<file path="src/rtl/mips_pkg.sv">
// Shared pipeline types and constants for the MIPS forwarding/hazard logic.
package mips_pkg;

    // Widest register address the history entries can hold.
    localparam int HIST_RD_W = 8;

    localparam int FWD_RF           = 0;
    localparam int FWD_EXMEM_LEGACY = 2;
    localparam int FWD_MEMWB_LEGACY = 1;

    typedef struct packed {
        logic                 v;
        logic                 we;
        logic                 ld;
        logic [HIST_RD_W-1:0] rd;
    } hist_entry_t;

    function automatic int fwd_sel_w(input int depth);
        return $clog2(depth + 1);
    endfunction

endpackage

</file>
<file path="src/rtl/fwd_match.sv">
// Priority encoder: finds the youngest history entry writing one source register.
module fwd_match
    import mips_pkg::*;
#(
    parameter int DEPTH = 2,
    localparam int IDX_W = fwd_sel_w(DEPTH)
) (
    input  hist_entry_t [DEPTH-1:0] i_hist,
    input  logic [HIST_RD_W-1:0]    i_src,
    output logic                    o_hit,
    output logic [IDX_W-1:0]        o_idx,
    output logic                    o_ld
);

    // Scan oldest to youngest so the lowest matching index is the one that sticks.
    always_comb begin
        o_hit = 1'b0;
        o_idx = '0;
        o_ld  = 1'b0;
        for (int k = DEPTH - 1; k >= 0; k--) begin
            if (i_hist[k].v && i_hist[k].we && (i_hist[k].rd != '0) &&
                (i_hist[k].rd == i_src)) begin
                o_hit = 1'b1;
                o_idx = IDX_W'(k);
                o_ld  = i_hist[k].ld;
            end
        end
    end

endmodule

</file>
<file path="src/rtl/fwd_hazard_unit.sv">
// EX-stage forwarding select and load-use stall generation over an age-ordered
// history of in-flight register writers, plus a saturating stall-cycle counter.
module fwd_hazard_unit
    import mips_pkg::*;
#(
    parameter int REG_AW     = 5,
    parameter int NUM_SRC    = 2,
    parameter int DEPTH      = 2,
    parameter int LOAD_LAT   = 1,
    parameter int LEGACY_ENC = 1,
    parameter int CNT_W      = 16,
    localparam int SEL_W     = fwd_sel_w(DEPTH)
) (
    input  logic                      clk,
    input  logic                      reset,
    input  logic                      ex_valid,
    input  logic [REG_AW-1:0]         ex_rd,
    input  logic                      ex_we,
    input  logic                      ex_is_load,
    input  logic [NUM_SRC*REG_AW-1:0] ex_src,
    input  logic                      flush,
    output logic [NUM_SRC*SEL_W-1:0]  fwd_sel,
    output logic                      stall,
    output logic [CNT_W-1:0]          stall_cnt
);

    if (DEPTH < 1 || DEPTH > 6) begin : g_bad_depth
        $error("fwd_hazard_unit: DEPTH must be in 1..6");
    end
    if (LOAD_LAT >= DEPTH) begin : g_bad_lat
        $error("fwd_hazard_unit: LOAD_LAT must be less than DEPTH");
    end
    if (LEGACY_ENC != 0 && DEPTH != 2) begin : g_bad_enc
        $error("fwd_hazard_unit: LEGACY_ENC=1 requires DEPTH=2");
    end
    if (REG_AW > HIST_RD_W) begin : g_bad_aw
        $error("fwd_hazard_unit: REG_AW exceeds history rd width");
    end

    hist_entry_t [DEPTH-1:0] r_hist;
    logic [CNT_W-1:0]        r_stall_cnt;
    hist_entry_t             w_new;
    logic                    w_push;
    logic [NUM_SRC-1:0]      w_ld_use;

    // stall is the only flow control: while high, upstream holds PC, IF/ID and
    // ID/EX, and the EX instruction is not recorded (a bubble enters EX/MEM).
    // flush wins over stall and also pushes a bubble.
    assign stall  = ex_valid && !flush && (|w_ld_use);
    assign w_push = ex_valid && !stall && !flush;

    always_comb begin
        w_new = '0;
        if (w_push) begin
            w_new.v  = 1'b1;
            w_new.we = ex_we;
            w_new.ld = ex_is_load;
            w_new.rd = HIST_RD_W'(ex_rd);
        end
    end

    always_ff @(posedge clk or negedge reset) begin
        if (!reset) begin
            r_hist <= '0;
        end else begin
            r_hist[0] <= w_new;
            for (int k = 1; k < DEPTH; k++) begin
                r_hist[k] <= r_hist[k-1];
            end
        end
    end

    always_ff @(posedge clk or negedge reset) begin
        if (!reset) begin
            r_stall_cnt <= '0;
        end else if (stall && (r_stall_cnt != '1)) begin
            r_stall_cnt <= r_stall_cnt + CNT_W'(1);
        end
    end

    assign stall_cnt = r_stall_cnt;

    for (genvar i = 0; i < NUM_SRC; i++) begin : g_src
        logic             w_hit;
        logic             w_ld;
        logic [SEL_W-1:0] w_idx;
        logic [SEL_W-1:0] w_sel;

        fwd_match #(
            .DEPTH (DEPTH)
        ) u_match (
            .i_hist (r_hist),
            .i_src  (HIST_RD_W'(ex_src[i*REG_AW +: REG_AW])),
            .o_hit  (w_hit),
            .o_idx  (w_idx),
            .o_ld   (w_ld)
        );

        always_comb begin
            w_sel = SEL_W'(FWD_RF);
            if (w_hit) begin
                if (LEGACY_ENC != 0) begin
                    w_sel = (w_idx == '0) ? SEL_W'(FWD_EXMEM_LEGACY) : SEL_W'(FWD_MEMWB_LEGACY);
                end else begin
                    w_sel = w_idx + SEL_W'(1);
                end
            end
        end

        // A load is still unavailable while it sits below entry LOAD_LAT.
        assign w_ld_use[i] = w_hit && w_ld && (int'(w_idx) < LOAD_LAT);
        assign fwd_sel[i*SEL_W +: SEL_W] = w_sel;
    end

endmodule

</file>
<file path="config.mk">
export PLATFORM = sky130hd
export DESIGN_NAME = fwd_hazard_unit
export DESIGN_NICKNAME = d
export VERILOG_FILES = /design/src/rtl/mips_pkg.sv /design/src/rtl/fwd_match.sv /design/src/rtl/fwd_hazard_unit.sv
export SDC_FILE = /design/constraint.sdc
export NUM_CORES = 1
export LEC_CHECK = 0
export ABC_AREA = 1
export BUFFER_PORTS_ARGS = -buffer_cell sky130_fd_sc_hd__buf_2
export CAP_MARGIN = 20
export CORE_UTILIZATION = 48
export DETAILED_ROUTE_END_ITERATION = 6
export GPL_TIMING_DRIVEN = 0
export PLACE_DENSITY = 0.77
export SLEW_MARGIN = 30
export SYNTH_ARGS = -nofsm -noshare
export SYNTH_HDL_FRONTEND = slang
export SYNTH_SLANG_ARGS = --single-unit
</file>
<file path="constraint.sdc">
create_clock -name clk -period 1.6 [get_ports clk]
set_clock_uncertainty 0.15 [all_clocks]
set_input_delay 0.16 -clock clk [delete_from_list [all_inputs] [get_ports clk]]
set_output_delay 0.16 -clock clk [all_outputs]
set_load 0.03 [all_outputs]
</file>
# Word level (Yosys, flattened, before mapping)
# Cells that the tools add are included.
[classes]
addsub = 1
n_lt_le_gt_ge = 2
eq_ne = 5
mux = 17
n_reduce_logical = 24
[op_table]
columns = ["op", "count"]
rows = [
  ["$eq A8 B5 Y1", 4],
  ["$logic_and A1 B1 Y1", 17],
  ["$add A16 B1 Y16 const B", 1],
  ["$ne A16 B16 Y1 const B", 1],
  ["$reduce_bool A8 Y1", 2],
  ["$mux W1", 12],
  ["$mux W11", 1],
  ["$mux W2", 4],
  ["$logic_not A2 Y1", 2],
  ["$lt A2 B1 Y1 const B", 2],
  ["$logic_not A1 Y1", 2],
  ["$reduce_or A2 Y1", 1],
]
[totals]
ff_bits = 38
input_bits = 21
output_inout_bits = 21
wordCells = 58

# Longest topological paths before layout
# Gate-level depths: netlist of the first run.
[depth]
ltp_word = 13
depth_mapped = 13
depth_no_buf = 12

# Hierarchy
# A second synthesis of the first run with hierarchy kept.
[hier_totals]
hier_cells = 362
hier_area_um2 = 2378.5
[modules_own_cells]
columns = ["mod", "instances", "cells_per_inst", "area_each_um2", "seq_area_each_um2"]
rows = [
  ["fwd_hazard_unit", 1, 194, 1572.8, 800.8],
  ["fwd_match", 2, 84, 402.9, 0.0],
]

# Worst setup path before layout of the first run
# No wires, ideal clock.
[synth_timing]
path_type = "register to output"
from = "reg r_hist[3] in the netlist's numbering"
to = "out fwd_sel[0]"
arrival_ns = 1.664
t_required_ns = 1.290
path_slack_ns = -0.374
path_stages_with_launch = 8
n_path_buf = 0
cell_sequence = "dfrtp_1 > nor2_1 > nand3_1 > nand2_1 > inv_2 > nand3_2 > inv_1 > nor3_1"
[synth_between]
elab_chain_cells = 7
word_cells_on_any_way = 9
classes_between = "eq/ne: 1; mux: 4; reduce/logical: 4"
[synth_lines]
columns = ["element", "line_no", "rtl"]
rows = [
  ["start: declaration", "fwd_hazard_unit.sv:40", "hist_entry_t [DEPTH-1:0] r_hist;"],
  ["start signal: indexed assignment", "fwd_hazard_unit.sv:68", "r_hist[k] <= r_hist[k-1];"],
  ["$reduce_bool A8 Y1", "fwd_match.sv:21", "if (i_hist[k].v && i_hist[k].we && (i_hist[k].rd != '0) &&"],
  ["$logic_and A1 B1 Y1", "fwd_match.sv:21", ""],
  ["$logic_and A1 B1 Y1 (*)", "fwd_match.sv:21", ""],
  ["$mux W1", "fwd_match.sv:21", ""],
  ["$logic_not A2 Y1", "fwd_hazard_unit.sv:103", "w_sel = (w_idx == '0) ? SEL_W'(FWD_EXMEM_LEGACY) : SEL_W'(FWD_MEMWB_LEGACY);"],
  ["$mux W2", "fwd_hazard_unit.sv:103", ""],
  ["$mux W2 (*)", "fwd_hazard_unit.sv:101", "if (w_hit) begin"],
  ["end: declaration", "fwd_hazard_unit.sv:22", "output logic [NUM_SRC*SEL_W-1:0] fwd_sel,"],
]
# Every way passes the cells marked *; elsewhere a longest branch is shown, timed or not.

# Worst setup path after layout of the first run
[layout_timing]
from = "reg r_hist[4] in the netlist's numbering"
to = "out fwd_sel[0]"
# Same word-level chain as after synthesis.

==> flow_summary_export.csv, run 1 <==
group,metric,value,unit
outcome,status,"finished, violations left",
outcome,violations,"setup timing",
logic_synthesis,syn_area,1860,µm²
global_route,use_met3,6.25,%
logic_synthesis,synth_seq_cells,31,
logic_synthesis,syn-num-nets,251,
power,power_frac_comb,8.4,%
power,p_leak,1.35,nW
setup_path,reg2reg_depth,10,
timing,hold_viol,0,
clock_network,cts-root-buf,"clkbuf_8",
detailed_routing,wl_per_cell,12.5,µm
logic_synthesis,synth_edf_count,0,
global_route,grt_antenna_before_repair,0,
setup_path,crit_end,"fwd_sel[0]",
logic_synthesis,synth_cell_types,28,
floorplanning,ioPinCount,42,
floorplanning,die-width,64.2,µm
finish,fin_area,2600,µm²
floorplanning,die_h,64.2,µm
timing,whs,0.179,ns
timing,maxSlewHeadroom,54.9,%
finish,layout-drive-gt1-share,44.8,%
timing,fin_crit_sh,119,%
timing,maxSlewViolCount,0,
logic_synthesis,avgSynthCellArea,8.11,µm²
finish,final_core_util,70.5,%
setup_path,cp.arrival,1.60,ns
global_route,busiest_layer,"met2",
logic_synthesis,synthArstFlopShare,100,%
floorplanning,dieArea,4120,µm²
setup_path,rrSetupSlack,-0.22,ns
timing,fmax,524,MHz
logic_synthesis,yosysWarnings,0,
clock_network,clock_path_buffers,2,
global_route,use_met1,28.9,%
logic_synthesis,ys_seq_area_share,41.8,%
logic_synthesis,synth_common_cells,"64 x nand2_1, 31 x dfrtp_1, 27 x inv_1",
finish,syn_to_final_growth,40.0,%
global_route,grt_first_pass_wirelength,7.07,mm
setup_path,path_class,"flip-flop to primary output",
global_route,gr-usage-met2,37.5,%
clock_network,cts_tree,"done",
worst_hold_path,holdCritPathClass,"input pin to flip-flop",
clock_network,path_clk_slew,0.06,ns
setup_path,crit_chain,"nor2_1, nand3_1, nand2_1, inv_2, nand3_2, inv_1, nor3_2, buf_4",
clock_network,clock_latency,0.28,ns
floorplanning,start_util,50.3,%
clock_network,htree_levels,2,
clock_network,cts.sinks,31,
detailed_routing,vias_per_cell,4.77,
placed_design,dp_hpwl,2.86,mm
finish,num-fill-cells,289,
setup_path,critPathLaunch,"r_hist[4]",
detailed_routing,ant_nets,0,
power,p_clk_share,45.0,%
logic_synthesis,synthDominantCellAreaShare,41.8,%
setup_path,slowest_delay,0.43,ns
timing,rsz0062_at_grt,"yes",
timing,setup_ws,-0.309,ns
clock_network,cts-buffers-inserted,5,
timing,worstMarginPinSlew,0.676,ns
placed_design,place.gp.congestion,0.857,
power,seqPwrFrac,46.7,%
setup_path,endpoint_kind,"primary output",
logic_synthesis,synth_area_leaders,"dfrtp_1 42%, nand2_1 13%, xor2_1 9.0%, inv_1 5.5%, xnor2_1 4.7%",
timing,min_period,1.91,ns
finish,final_nets,318,
setup_path,startpoint_type,"flip-flop",
power,switching_share,21.5,%
power,power,1.75,mW
logic_synthesis,synth_most_common_cell,"nand2_1",
detailed_routing,dr.first_iter.drc_count,93,
run,maxCapViolCount,0,
setup_path,cpMaxStageDelayCell,"dfrtp_1",
placed_design,portBuffers,41,
detailed_routing,vias,1645,
power,internal_power,1.37,mW
logic_synthesis,netlist_instances,229,
placed_design,post_dp_cell_area,2180,µm²
detailed_routing,drc,0,
finish,antenna_cells,0,
detailed_routing,first_pass_iters,4,
setup_path,worstPathMaxFanout,4,
timing,fin_setup_tns,-4.94,ns
setup_path,crit-reg2reg-launch,"r_hist[0]",
setup_path,critical_path_required,1.29,ns
logic_synthesis,synth_top_cell_by_area,"dfrtp_1",
detailed_routing,drt-total-wl,4.31,mm
finish,seq_area,787,µm²
power,ir_drop,0.000541,V
power,cellPowerDensity,672,nW/µm²
logic_synthesis,synthFlopType,"dfrtp_1",
timing,setup_viol,29,
global_route,grt_max_degree,32,
global_route,grt.overflow.total,0,
floorplanning,core_area,3690,µm²
floorplanning,num_rows,22,
finish,multi_input_area,1060,µm²
power,switchingPower,375,µW
global_route,track_usage,22.9,%
global_route,grt_pass1_vias,1577,
setup_path,r2r-end,"stall_cnt[9]",
## timing repair
item / in CTS / in global routing
hold endpoints to repair: 38 / 0
setup buffers: 6 / 4
gates resized for setup: 15 / 36
gates cloned: 1 / 0
hold buffers: 8 / 0
pin swaps: 6 / 17
endpoints found under the setup margin: 29 / 29
## sequential cells by signal, summed over array words and instances (netlist names)
register,flops
stall_cnt,16
r_hist,15
## layout by cell type (no fill, tap or decap), drive strengths merged
cell type,n
nand3b,1
bufinv,1
nand4,2
buf,54
o21ai,2
ha,1
clkinv,3
dlygate4sd3,8
nand3,15
nor3,12
clkbuf,6
nor2,21
o2bb2ai,1
xnor2,10
nand2b,1
dfrtp,31
xor2,19
inv,33
nand2,75
nor3b,1
## routing by layer
metal	vias to the layer above	routed length [µm]
met3	6	216
met5	-	0
li1	828	-
met1	769	1910
met2	42	2110
met4	0	67
## power groups by stage
stage          clock [mW]  combinational [mW]  sequential [mW]
2_1_floorplan           0              0.0637            0.826
3_3_place_gp            0               0.118            0.829
3_5_place_dp            0               0.120            0.830
4_1_cts             0.797               0.141            0.814
5_1_grt             0.842               0.165            0.816
6_report            0.785               0.146            0.815
## logic make-up after synthesis
kind of cell	after synthesis	share of synthesized area [%]
compound gates	3	1.01
fa+ha+maj	1	0.674
buf+inv	37	8.83
flops	31	41.8
simple gates	128	34.0
xor+xnor	29	13.7
## critical path: cells and delay by family (launching register included)
family | cells | cell delay [ns]
AND/OR/NAND/NOR | 5 | 0.57
buffers and inverters | 3 | 0.31
flip-flops | 1 | 0.43
## cell type report
type	count	area share (%)
buffer	2	1.20
clock inverter	2	1.35
clock buffer	6	3.18
sequential	31	30.3
tap	48	2.31
multi-input combinational	161	40.6
timing repair buffer	60	15.8
inverter	35	5.25
## worst min path at each step
stage          startpoint             to  slack (ns)  depth (start not counted)
6_report            flush      r_hist[8]        0.18                          4
5_1_grt             flush      r_hist[2]        0.21                          4
4_1_cts             flush  stall_cnt[14]        0.22                          6
3_5_place_dp        reset  stall_cnt[14]        0.08                          1
3_3_place_gp        reset  stall_cnt[13]        0.08                          1
2_1_floorplan       reset      r_hist[0]       -0.29                          0
## per-stage QoR
step | setup WS (ns) | instances
CTS | -0.264 | 341
finish | -0.309 | 345
global route | -0.381 | 345
global placement | -0.169 | 318
detailed placement | -0.221 | 318
floorplan | -0.138 | 229
(Power assumes the default switching activity.)
==> run 2: changes to the inputs <==
--- a/config.mk
+++ b/config.mk
@@ -5,10 +5,9 @@
 export SDC_FILE = /design/constraint.sdc
 export NUM_CORES = 1
 export LEC_CHECK = 0
-export ABC_AREA = 1
 export BUFFER_PORTS_ARGS = -buffer_cell sky130_fd_sc_hd__buf_2
 export CAP_MARGIN = 20
-export CORE_UTILIZATION = 48
+export CORE_UTILIZATION = 47
 export DETAILED_ROUTE_END_ITERATION = 6
 export GPL_TIMING_DRIVEN = 0
 export PLACE_DENSITY = 0.77
==> run 2 against run 1 <==
The run still ends with setup timing left; setup slack worse by 0.33 ns; register-to-register slack worse by 0.35 ns; critical path type unchanged; synthesized cell count is 39% lower; non-clock buffer count is 5 higher; global-route usage is 0.71 points lower; combinational power is 26% higher; sequential power hardly changed; wire length is 16% lower; area after synthesis is 14% lower; hold slack worse by 0.083 ns; largest cell class unchanged; clock power is 20% lower.
==> flow_summary_export.csv, run 2 <==
group,metric,value,unit
timing,worstMarginPinSlew,0.673,ns
detailed_routing,first_pass_iters,6,
setup_path,critical_path_required,1.29,ns
global_route,grt_antenna_before_repair,0,
detailed_routing,vias,1322,
logic_synthesis,synth_seq_cells,31,
logic_synthesis,avgSynthCellArea,11.5,µm²
logic_synthesis,netlist_instances,139,
setup_path,slowest_delay,0.40,ns
timing,fmax,446,MHz
clock_network,clock_latency,0.33,ns
global_route,grt.overflow.total,0,
power,p_clk_share,38.6,%
floorplanning,start_util,51.0,%
global_route,track_usage,22.2,%
timing,min_period,2.24,ns
logic_synthesis,syn_area,1600,µm²
detailed_routing,drc,0,
logic_synthesis,synth_edf_count,0,
finish,largest_reg_flops,16,
global_route,grt_first_pass_wirelength,5.78,mm
clock_network,cts-buffers-inserted,5,
power,power,1.63,mW
floorplanning,ioPinCount,42,
setup_path,rrSetupSlack,-0.57,ns
finish,layout_commonest_cell,"buf_2",
clock_network,cts-root-buf,"clkbuf_4",
worst_hold_path,min_from,"ex_valid",
setup_path,crit-reg2reg-launch,"r_hist[0]",
timing,fin_setup_tns,-13.35,ns
setup_path,r2r-end,"stall_cnt[1]",
outcome,violations,"setup timing",
logic_synthesis,synth_most_common_cell,"dfrtp_1",
floorplanning,core_area,3130,µm²
logic_synthesis,synthFlopType,"dfrtp_1",
finish,num-fill-cells,222,
placed_design,portBuffers,41,
finish,fin_cells,257,
setup_path,crit_chain,"buf_6, xor2_2, nor3_2, nand3_2, a21oi_4, and2b_2, buf_6",
worst_hold_path,hold_depth,4,
timing,setup_viol,29,
logic_synthesis,synth_cell_types,31,
power,ir_drop,0.000505,V
timing,setup_ws,-0.640,ns
detailed_routing,vias_per_cell,5.14,
global_route,grt_max_degree,32,
clock_network,htree_levels,2,
power,power_frac_comb,11.3,%
setup_path,reg2reg_depth,7,
detailed_routing,drt-total-wl,3.61,mm
placed_design,place.gp.congestion,0.790,
power,switching_share,22.6,%
worst_hold_path,holdCritPathClass,"input pin to flip-flop",
finish,multi_input_area,927,µm²
placed_design,post-place-cells,224,
logic_synthesis,synth_area_leaders,"dfrtp_1 49%, xnor2_1 13%, xor2_1 6.6%, and2_1 3.1%, nand3_1 2.8%",
timing,fin_crit_sh,140,%
power,internal_power,1.26,mW
timing,maxSlewViolCount,0,
floorplanning,die-width,60.3,µm
power,seqPwrFrac,50.1,%
finish,syn_to_final_growth,46.0,%
clock_network,path_clk_slew,0.09,ns
global_route,use_met3,5.63,%
global_route,use_met1,28.0,%
finish,final_core_util,74.5,%
logic_synthesis,synthArstFlopShare,100,%
global_route,busiest_layer,"met2",
setup_path,cpMostUsedCell,"buf_6",
setup_path,cp.arrival,1.93,ns
timing,rsz0062_at_grt,"yes",
placed_design,post-place-ws,-0.478,ns
run,maxCapViolCount,0,
logic_synthesis,yosysWarnings,0,
logic_synthesis,synthDominantCellAreaShare,48.6,%
placed_design,dp_hpwl,2.48,mm
global_route,grt_pass1_vias,1274,
setup_path,startpoint_type,"flip-flop",
timing,whs,0.0953,ns
outcome,status,"finished, violations left",
power,switchingPower,368,µW
clock_network,cts.sinks,31,
finish,seq_area,781,µm²
clock_network,clock_path_buffers,2,
setup_path,endpoint_kind,"primary output",
global_route,gr-usage-met2,36.3,%
finish,final_nets,234,
power,p_leak,1.11,nW
setup_path,worstPathMaxFanout,3,
timing,maxSlewHeadroom,55.1,%
finish,fin_area,2330,µm²
worst_hold_path,hold_end,"stall_cnt[2]",
detailed_routing,wl_per_cell,14.0,µm
timing,hold_viol,0,
finish,final_cell_mix,"36 x buf_2, 27 x dfrtp_1, 23 x xnor2_1, 12 x buf_4, 11 x xor2_1",
finish,layout-drive-gt1-share,46.0,%
logic_synthesis,syn-num-nets,161,
power,cellPowerDensity,698,nW/µm²
logic_synthesis,ys_seq_area_share,48.6,%
floorplanning,die_h,60.3,µm
clock_network,cts_tree,"done",
setup_path,cpMaxStageDelayCell,"dfrtp_1",
detailed_routing,dr.first_iter.drc_count,30,
logic_synthesis,synth_common_cells,"31 x dfrtp_1, 23 x xnor2_1, 12 x xor2_1",
detailed_routing,ant_nets,0,
placed_design,post_dp_cell_area,1930,µm²
floorplanning,dieArea,3630,µm²
floorplanning,num_rows,20,
logic_synthesis,synth_top_cell_by_area,"dfrtp_1",
finish,antenna_cells,0,
setup_path,path_class,"flip-flop to primary output",
[run 2: what timing repair did]
action | CTS | global route
hold buffers | 9 | 0
endpoints found under the setup margin | 29 | 29
setup buffers | 14 | 5
hold endpoints to repair | 39 | 0
resized for setup | 23 | 5
pin swaps | 11 | 14
gates cloned | 0 | 0
[run 2: worst max-delay path, delay by kind of cell (launching register included)]
| family | cells | cell delay [ns] |
|---|---|---|
| and+or+nand+nor | 3 | 0.58 |
| DFF | 1 | 0.40 |
| buffers and inverters | 2 | 0.26 |
| AOI/OAI and AO/OA | 1 | 0.20 |
| xor gates and xnor gates | 1 | 0.17 |
[run 2: final cells by class]
class                           count  area share [%]
Multi-Input combinational cell    105            39.8
Sequential cell                    31            33.5
Timing Repair Buffer               66            19.8
Tap cell                           44            2.36
Clock buffer                        6            2.20
Clock inverter                      2            1.50
Buffer                              1           0.483
Inverter                            2           0.322
[run 2: metal layers]
| metal | wire length, µm | up-vias |
|---|---|---|
| met5 | 0 | - |
| li1 | - | 635 |
| met2 | 1800 | 40 |
| met4 | 59 | 0 |
| met3 | 168 | 7 |
| met1 | 1580 | 640 |
[run 2: kinds of logic (layout without fill, tap and decap cells)]
family                   count (synthesis)  count (layout)  synth area share, %
buffers and inverters                    3              77                 1.18
multiplexers                             1               1                0.941
AO/OA/AOI/OAI                            4               4                 3.45
adder cells (fa/ha/maj)                  1               1                0.784
XOR/XNOR                                35              35                 19.2
AND/OR/NAND/NOR                         64              64                 25.8
flip-flops                              31              31                 48.6
[run 2: how the worst max path moves through the flow]
stage	from	to	slack, ns	cells after the start
floorplan	r_hist[0]	stall_cnt[1]	-0.31	5
global placement	r_hist[4]	stall_cnt[1]	-0.45	6
detailed placement	r_hist[3]	stall_cnt[1]	-0.48	6
CTS	r_hist[4]	fwd_sel[2]	-0.64	6
global route	r_hist[2]	stall	-0.71	4
finish	r_hist[3]	stall	-0.64	7
[run 2: power groups by stage]
stage	Sequential [mW]	Clock, mW	Combinational [mW]
after floorplan	0.828	0	0.0740
after detailed placement	0.832	0	0.132
after global routing	0.817	0.675	0.200
final	0.814	0.628	0.184
after CTS	0.813	0.639	0.179
after global placement	0.831	0	0.126
